==> src/rtl/vga_pixfetch.sv <==
// vga_pixfetch: fetches framebuffer words over a req/ack port into a small word FIFO
// and streams them out as RGB332 pixels aligned with the 1-cycle-delayed sync strobes.
module vga_pixfetch #(
    parameter int ADDR_W = 18,
    parameter int DEPTH  = 8
) (
    input  logic              i_clk,
    input  logic              i_reset,
    input  logic              i_visible,
    input  logic              i_hSync,
    input  logic              i_vSync,
    input  logic              i_inth,
    input  logic              i_intv,
    input  logic [ADDR_W-1:0] i_fbBase,
    input  logic [ADDR_W-1:0] i_fbWords,
    output logic              o_mem_req,
    output logic [ADDR_W-1:0] o_mem_addr,
    input  logic              i_mem_ack,
    input  logic [15:0]       i_mem_data,
    output logic              o_visible,
    output logic              o_hSync,
    output logic              o_vSync,
    output logic [7:0]        o_rgb,
    output logic              o_underflow
);
    localparam int PTR_W = $clog2(DEPTH);
    localparam int CNT_W = PTR_W + 1;

    typedef enum logic [1:0] {IDLE, REQ, DRAIN} fetch_state_t;

    fetch_state_t      state_q, state_d;
    logic              armed_q, armed_d;
    logic [ADDR_W-1:0] addr_q, addr_d;
    logic [ADDR_W-1:0] remaining_q, remaining_d;
    logic              mem_req_q, mem_req_d;
    logic [ADDR_W-1:0] mem_addr_q, mem_addr_d;
    logic [PTR_W-1:0]  wr_ptr_q, wr_ptr_d;
    logic [PTR_W-1:0]  rd_ptr_q, rd_ptr_d;
    logic [CNT_W-1:0]  count_q, count_d;
    logic              phase_q, phase_d;
    logic [7:0]        rgb_q, rgb_d;
    logic              underflow_q, underflow_d;
    logic              visible_q, hsync_q, vsync_q;
    logic [15:0]       fifo_q [DEPTH];

    logic              frame_start;
    logic              push;
    logic              pop;
    logic              fifo_empty;
    logic              fifo_full;
    logic [15:0]       head_word;

    assign frame_start = i_inth & i_intv;
    assign fifo_empty  = (count_q == '0);
    assign fifo_full   = (count_q == CNT_W'(DEPTH));
    assign head_word   = fifo_q[rd_ptr_q];

    // Fetch FSM: a request issued before a frame start is finished in DRAIN and its data dropped.
    always_comb begin
        state_d     = state_q;
        armed_d     = armed_q;
        addr_d      = addr_q;
        remaining_d = remaining_q;
        mem_req_d   = mem_req_q;
        mem_addr_d  = mem_addr_q;
        push        = 1'b0;
        case (state_q)
            IDLE: begin
                if (!frame_start && armed_q && (remaining_q != '0) && !fifo_full) begin
                    state_d    = REQ;
                    mem_req_d  = 1'b1;
                    mem_addr_d = addr_q;
                end
            end
            REQ: begin
                if (i_mem_ack) begin
                    state_d   = IDLE;
                    mem_req_d = 1'b0;
                    if (!frame_start) begin
                        push        = 1'b1;
                        addr_d      = addr_q + ADDR_W'(1);
                        remaining_d = remaining_q - ADDR_W'(1);
                        if (remaining_q == ADDR_W'(1)) begin
                            armed_d = 1'b0;
                        end
                    end
                end else if (frame_start) begin
                    state_d = DRAIN;
                end
            end
            DRAIN: begin
                if (i_mem_ack) begin
                    state_d   = IDLE;
                    mem_req_d = 1'b0;
                end
            end
            default: begin
                state_d   = IDLE;
                mem_req_d = 1'b0;
            end
        endcase
        if (frame_start) begin
            addr_d      = i_fbBase;
            remaining_d = i_fbWords;
            armed_d     = 1'b1;
        end
    end

    always_comb begin
        pop         = 1'b0;
        rgb_d       = 8'h00;
        phase_d     = phase_q;
        underflow_d = underflow_q;
        wr_ptr_d    = wr_ptr_q;
        rd_ptr_d    = rd_ptr_q;
        count_d     = count_q;
        if (i_visible) begin
            if (fifo_empty) begin
                underflow_d = 1'b1;
            end else begin
                rgb_d   = phase_q ? head_word[15:8] : head_word[7:0];
                phase_d = ~phase_q;
                pop     = phase_q;
            end
        end
        if (frame_start) begin
            wr_ptr_d    = '0;
            rd_ptr_d    = '0;
            count_d     = '0;
            phase_d     = 1'b0;
            underflow_d = 1'b0;
        end else begin
            if (push) begin
                wr_ptr_d = wr_ptr_q + PTR_W'(1);
            end
            if (pop) begin
                rd_ptr_d = rd_ptr_q + PTR_W'(1);
            end
            case ({push, pop})
                2'b10:   count_d = count_q + CNT_W'(1);
                2'b01:   count_d = count_q - CNT_W'(1);
                default: count_d = count_q;
            endcase
        end
    end

    always_ff @(posedge i_clk) begin
        if (i_reset) begin
            state_q     <= IDLE;
            armed_q     <= 1'b0;
            addr_q      <= '0;
            remaining_q <= '0;
            mem_req_q   <= 1'b0;
            mem_addr_q  <= '0;
            wr_ptr_q    <= '0;
            rd_ptr_q    <= '0;
            count_q     <= '0;
            phase_q     <= 1'b0;
            rgb_q       <= 8'h00;
            underflow_q <= 1'b0;
            visible_q   <= 1'b0;
            hsync_q     <= 1'b0;
            vsync_q     <= 1'b0;
        end else begin
            state_q     <= state_d;
            armed_q     <= armed_d;
            addr_q      <= addr_d;
            remaining_q <= remaining_d;
            mem_req_q   <= mem_req_d;
            mem_addr_q  <= mem_addr_d;
            wr_ptr_q    <= wr_ptr_d;
            rd_ptr_q    <= rd_ptr_d;
            count_q     <= count_d;
            phase_q     <= phase_d;
            rgb_q       <= rgb_d;
            underflow_q <= underflow_d;
            visible_q   <= i_visible;
            hsync_q     <= i_hSync;
            vsync_q     <= i_vSync;
        end
    end

    // Word storage needs no reset; the pointers and count define what is valid.
    always_ff @(posedge i_clk) begin
        if (push) begin
            fifo_q[wr_ptr_q] <= i_mem_data;
        end
    end

    assign o_mem_req   = mem_req_q;
    assign o_mem_addr  = mem_addr_q;
    assign o_visible   = visible_q;
    assign o_hSync     = hsync_q;
    assign o_vSync     = vsync_q;
    assign o_rgb       = rgb_q;
    assign o_underflow = underflow_q;
endmodule

==> config.mk <==
export PLATFORM = sky130hd
export DESIGN_NAME = vga_pixfetch
export DESIGN_NICKNAME = d
export VERILOG_FILES = /design/src/rtl/vga_pixfetch.sv
export SDC_FILE = /design/constraint.sdc
export NUM_CORES = 1
export LEC_CHECK = 0
export BUFFER_PORTS_ARGS = -buffer_cell sky130_fd_sc_hd__buf_4
export CAP_MARGIN = 5
export CORE_UTILIZATION = 63
export DETAILED_ROUTE_END_ITERATION = 10
export PLACE_DENSITY_LB_ADDON = 0.1
export RECOVER_POWER = 100
export SYNTH_ARGS = -nofsm -noshare
export SYNTH_HDL_FRONTEND = slang
export SYNTH_SLANG_ARGS = --single-unit
==> constraint.sdc <==
create_clock -name i_clk -period 6.15 [get_ports i_clk]
set_input_delay 0.615 -clock i_clk [delete_from_list [all_inputs] [get_ports i_clk]]
set_output_delay 0.615 -clock i_clk [all_outputs]
set_load 0.02 [all_outputs]
After elaboration in Yosys (flattened, before gate mapping) --
Memories as Yosys holds them, arrays and structs flattened. A register that Yosys moved wholly into a read port is not among the register bits. Index checks and enable logic that the tools add are counted. W data, S select, Z words.
Storage, ports and cells: memories 1, bits of input ports 60, register bits 81, output and inout port bits 31, word-level logic and storage cells 87, memory bits (writable) 128
Operators by class: equal/unequal tests 10, reduce and logical (&&, ||, !) cells 22, bitwise operators 4, add/sub/neg operators 6, mux-type cells 29
Memory list:
- fifo_q | depth 8, bits a word 16, rd ports 1, clocked after memory_dff 1, write ports 1, line 44 | logic [15:0] fifo_q [DEPTH];
Operators by type and width (number):
- $mux W18 | 6
- $add A18 B1 Y18 const B | 1
- $eq A18 B1 Y1 const B | 1
- $reduce_bool A18 Y1 | 1
- $sub A18 B1 Y18 const B | 1
- $mux W1 | 13
- $reduce_and A2 Y1 | 5
- $mux W2 | 4
- $mux W8 | 1
- $pmux W4 S2 | 1
- $reduce_bool A2 Y1 | 4
- $add A3 B1 Y3 const B | 2
- $mux W3 | 2
- $pmux W2 S3 | 1
- $reduce_and A3 Y1 | 2
- $add A4 B1 Y4 const B | 1
- $eq A2 B1 Y1 const B | 2
- $eq A2 B2 Y1 const B | 2
- $eq A4 B4 Y1 const B | 1
- $logic_not A4 Y1 | 1
- $ne A2 B2 Y1 const B | 2
- $reduce_or A2 Y1 | 2
- $sub A4 B1 Y4 const B | 1
- $logic_and A1 B1 Y1 | 3
- other kinds (8) | 11

Depth between registers and ports, before layout --
word-level depth 7, depth in mapped cells 12, depth with buffers taken out 12

Worst setup path after synthesis --
Ideal clock, no wire load.
kind input-to-reg, start point input i_inth, end point memory fifo_q[0][0] (enable), data required time 5.720 ns, library setup time 0.430 ns, path slack 2.884 ns, path buffers 0, stages 4, arrival 2.836 ns, cell sequence and2_1 -> nor2_1 -> clkinv_1 -> nor4_1
On the way: longest elaborated chain between the ends 6
Ends and longest elaborated chain:
- start: declaration | line 12 | input logic i_inth,
- $and A1 B1 Y1 | line 53 | assign frame_start = i_inth & i_intv;
- $mux W1 | line 79 | if (!frame_start) begin
- $mux W1 | line 76 | if (i_mem_ack) begin
- $mux W1 | line 67 | case (state_q)
- $mux W1 | line 185 | if (push) begin
- $mux W1 (not written as such) | line 186 | fifo_q[wr_ptr_q] <= i_mem_data;
- end: declaration | line 44
No other way between the ends.

Worst setup path after layout --
start point register state_q[1], end point memory fifo_q[1][15] (enable)
On the way: longest elaborated chain between the ends 4
Ends and longest elaborated chain:
- start: declaration | line 31 | fetch_state_t state_q, state_d;
- start signal: assignment | line 165 | state_q <= state_d;
- $eq A2 B1 Y1 | line 67
- $mux W1 | line 67
- $mux W1 | line 185
- $mux W1 (not written as such) | line 186
No other way between the ends.

==> impl_metrics.toml <==
[critical_path]
crit_path_start_kind = "flop"
crit_family = "simple AND/OR/NAND/NOR gates"
crit_fanout = 16
worstReg2RegEnd = "fifo_q[1][15]$_DFFE_PP_"
critical_path.cell_chain = "inv_1 -> ha_1 -> nand2_1 -> nor2_1 -> nand2_1 -> nor3_1"
path_class = "flop to flop"
reg2reg_slack_ns = 2.34
worstReg2RegStart = "state_q[1]$_SDFFE_PP0P_"
cp.depth = 6
r2r.worst_path.cells = 6
crit_arrival_ns = 3.84
end_kind = "flop"
worst_path_most_repeated_cell = "nand2_1"
cpPeakStageDelay_ns = 2.14
critical-path-slowest-cell = "nor3_1"
crit_required_ns = 6.18
crit_buf_inv = 1

[timing]
setup_viol = 0
fin_crit_sh = 0.619
slew_headroom = -0.914
rsz0062_at_grt = "false"
setup_tns_ns = 0
clock_skew_ns = 0.00934
tightestPinTransition_ns = 2.85
period_minus_slack_ns = 3.81
fmax_mhz = 263
finalMaxSlewViolations = 116
hold_viol_final = 0

[routing]
wirelength_mm = 17.6
ant_nets = 0
drcViolationCount = 0
viasPerCell = 5.93
dr.pass1.iters = 5
wl_per_cell_um = 19.7
vias = 5318
drt-initial-drc-count = 418

[logic_synthesis]
netlist_instances = 612
ys_seq_area_frac = 0.641
async_flop_share = 0
synth.avg_cell_area_um2 = 14.1
synth_area_um2 = 8620
synthFlopType = "edfxtp_1"
ys_ff_latch = 212
syn_nets = 683
synth_edf_count = 128
post_synth_num_cell_types = 51
yosysWarningCount = 0

[hold_path]
whs_endpoint = "o_hSync$_SDFF_PP0_"
min_from = "i_hSync"
holdPathStages = 2
hold_path_class = "primary input to flop"

[clock_network]
cts_resized = 0
cts_made_buffers = 22
clk_latency_ns = 0.48
cts_tree = "built"
cts_max_level = 1
post-cts-setup-buffers = 0
hold_buffers = 0
clock-sinks = 212
path_clk_slew_ns = 0.06
cts_buffer_depth = 3
cts_root_buf = "clkbuf_16"

[floorplanning]
start_util = 0.648
fp-row-count = 42
dieWidth_um = 119
ioPinCount = 91
dieArea_um2 = 14100
coreArea_um2 = 13300
die_y_um = 119

[cells_and_area]
final_area_um2 = 9920
syn_to_final_growth_pct = 15.1
final_cells = 897
multi_input_area_um2 = 2940
fin_nets = 776
n_antenna_cell = 0
drive_gt1_frac = 0.165
seqCellArea_um2 = 5530
fill_cells = 873

[placed_design]
dp_cells = 857
place.port_buffers = 90
gp_routability_congestion = 0.845
post-dp-hpwl_mm = 11.2
dpl_cell_area_um2 = 9500

[global_routing]
grtUsageTotal = 0.255
grt_pass1_wl_mm = 28.3
grt_pass1_vias = 5508
grt_max_degree = 71
grt_overflow = 0
grt_antenna_before_repair = 0

[pwr]
vdd_drop_max_v = 0.000183
p_leak_nw = 3.25
cellPowerDensity_nw_per_um2 = 294

[run]
drv_cap = 4

[outcome]
violations = "capacitance limit, slew limit"
outcome = "finished, violations left"
## layer usage
metal | wire length, um | track usage | part of all wire | vias up
li1 | - | - | - | 2498
met1 | 7030 | 0.327 | 0.40 | 2637
met2 | 9550 | 0.467 | 0.54 | 163
met3 | 877 | 0.0307 | 0.050 | 20
met4 | 185 | 0.0538 | 0.010 | 0
met5 | 0 | 0 | 0 | -
## worst max path at each step
stage                         endpoint                    start
5_1_grt         fifo_q[1][1]$_DFFE_PP_  state_q[1]$_SDFFE_PP0P_
3_3_place_gp   count_q[2]$_SDFFE_PP0P_                   i_inth
6_report       fifo_q[1][15]$_DFFE_PP_  state_q[1]$_SDFFE_PP0P_
4_1_cts        count_q[2]$_SDFFE_PP0P_  state_q[1]$_SDFFE_PP0P_
3_5_place_dp   count_q[2]$_SDFFE_PP0P_                   i_inth
2_1_floorplan   fifo_q[0][0]$_DFFE_PP_                   i_inth
## cells in the final DEF (no fill, tap or decap), types with 3 or more instances in the layout
cell,instances
and4_1,3
clkinv_1,4
a211oi_1,33
nor2_1,75
edfxtp_1,128
nor3b_1,3
mux2i_1,37
nand4_1,9
and3_1,3
o22ai_1,8
inv_1,7
clkbuf_16,23
mux4_2,32
or3_1,4
clkinv_2,6
nand3_1,10
nor2b_1,4
nand2b_1,5
clkbuf_1,60
buf_4,47
xor2_1,27
xnor2_1,14
o21ai_0,5
dfxtp_1,83
or2_2,3
nor3_1,9
nand2_1,23
a21oi_1,10
nor4_1,6
and2_1,3
ha_1,11
## report_power, final
group | total, W | switching, W | internal (W)
sequential | 0.00156 | 0.0000263 | 0.00153
combinational | 0.000159 | 0.0000908 | 0.0000682
clock | 0.00120 | 0.000514 | 0.000686
total | 0.00292 | 0.000631 | 0.00228
## area by class of cell
| type | instances | area share |
|---|---|---|
| clock buffer | 30 | 0.0607 |
| clock inverter | 10 | 0.00492 |
| inverter | 8 | 0.00303 |
| multi-input combinational | 361 | 0.296 |
| sequential | 212 | 0.557 |
| tap | 176 | 0.0222 |
| timing repair buffer | 100 | 0.0556 |
## state kept, by name, indices dropped and copies added, names as in the netlist, named ones only
| name | flops |
|---|---|
| phase_q | 1 |
| count_q | 4 |
| wr_ptr_q | 3 |
| o_underflow | 1 |
| o_rgb | 8 |
| o_mem_req | 1 |
| o_vSync | 1 |
| rd_ptr_q | 3 |
| state_q | 2 |
| o_hSync | 1 |
| fifo_q | 128 |
| o_mem_addr | 18 |
| remaining_q | 18 |
| armed_q | 1 |
| o_visible | 1 |
| addr_q | 18 |
## synth_stat cells (4+ instances only)
cell / n / area share
edfxtp_1: 128 / 0.45
o21ai_0: 5 / 0.0029
a211oi_1: 33 / 0.029
buf_2: 4 / 0.0023
nand4_1: 9 / 0.0065
xnor2_1: 14 / 0.014
nand2b_1: 5 / 0.0036
nor3_1: 9 / 0.0052
xor2_1: 27 / 0.027
buf_1: 4 / 0.0017
mux4_2: 32 / 0.084
nor2_1: 75 / 0.033
o22ai_1: 8 / 0.0058
ha_1: 11 / 0.016
nand3_1: 10 / 0.0058
clkbuf_1: 21 / 0.0091
nand2_1: 24 / 0.010
nor4_1: 6 / 0.0044
or3_1: 4 / 0.0029
nor2b_1: 4 / 0.0029
dfxtp_1: 84 / 0.20
mux2i_1: 37 / 0.043
a21oi_1: 10 / 0.0058
inv_1: 7 / 0.0030
## per-stage QoR
| step | setup slack [ns] | hold WS [ns] | power, W | util |
|---|---|---|---|---|
| 5_1_grt | 1.91 | 0.343 | 0.00300 | 0.746 |
| 2_1_floorplan | 2.88 | 0.456 | 0.00168 | - |
| 4_1_cts | 3.16 | 0.338 | 0.00294 | 0.764 |
| 3_5_place_dp | 3.02 | 0.470 | 0.00175 | 0.715 |
| 6_report | 2.34 | 0.346 | 0.00292 | 0.746 |
| 3_3_place_gp | 3.21 | 0.464 | 0.00175 | 0.715 |
## worst register-to-register path, cell delays in order (launching register included)
cell and delay, ns:
dfxtp_1 0.33, inv_1 0.08, ha_1 0.21, nand2_1 0.18, nor2_1 0.26, nand2_1 0.16
nor3_1 2.14
## kinds of logic (layout without fill, tap and decap cells)
| family | after synthesis | after routing | share of synthesized area |
|---|---|---|---|
| AOI/OAI and AO/OA | 66 | 66 | 0.0521 |
| and+or+nand+nor | 174 | 174 | 0.102 |
| muxes | 69 | 69 | 0.127 |
| adders and majority gates | 11 | 11 | 0.0160 |
| buffers and inverters | 39 | 148 | 0.0203 |
| DFF | 212 | 212 | 0.641 |
| xor gates and xnor gates | 41 | 41 | 0.0417 |
Power figures use the tool's default switching activity.
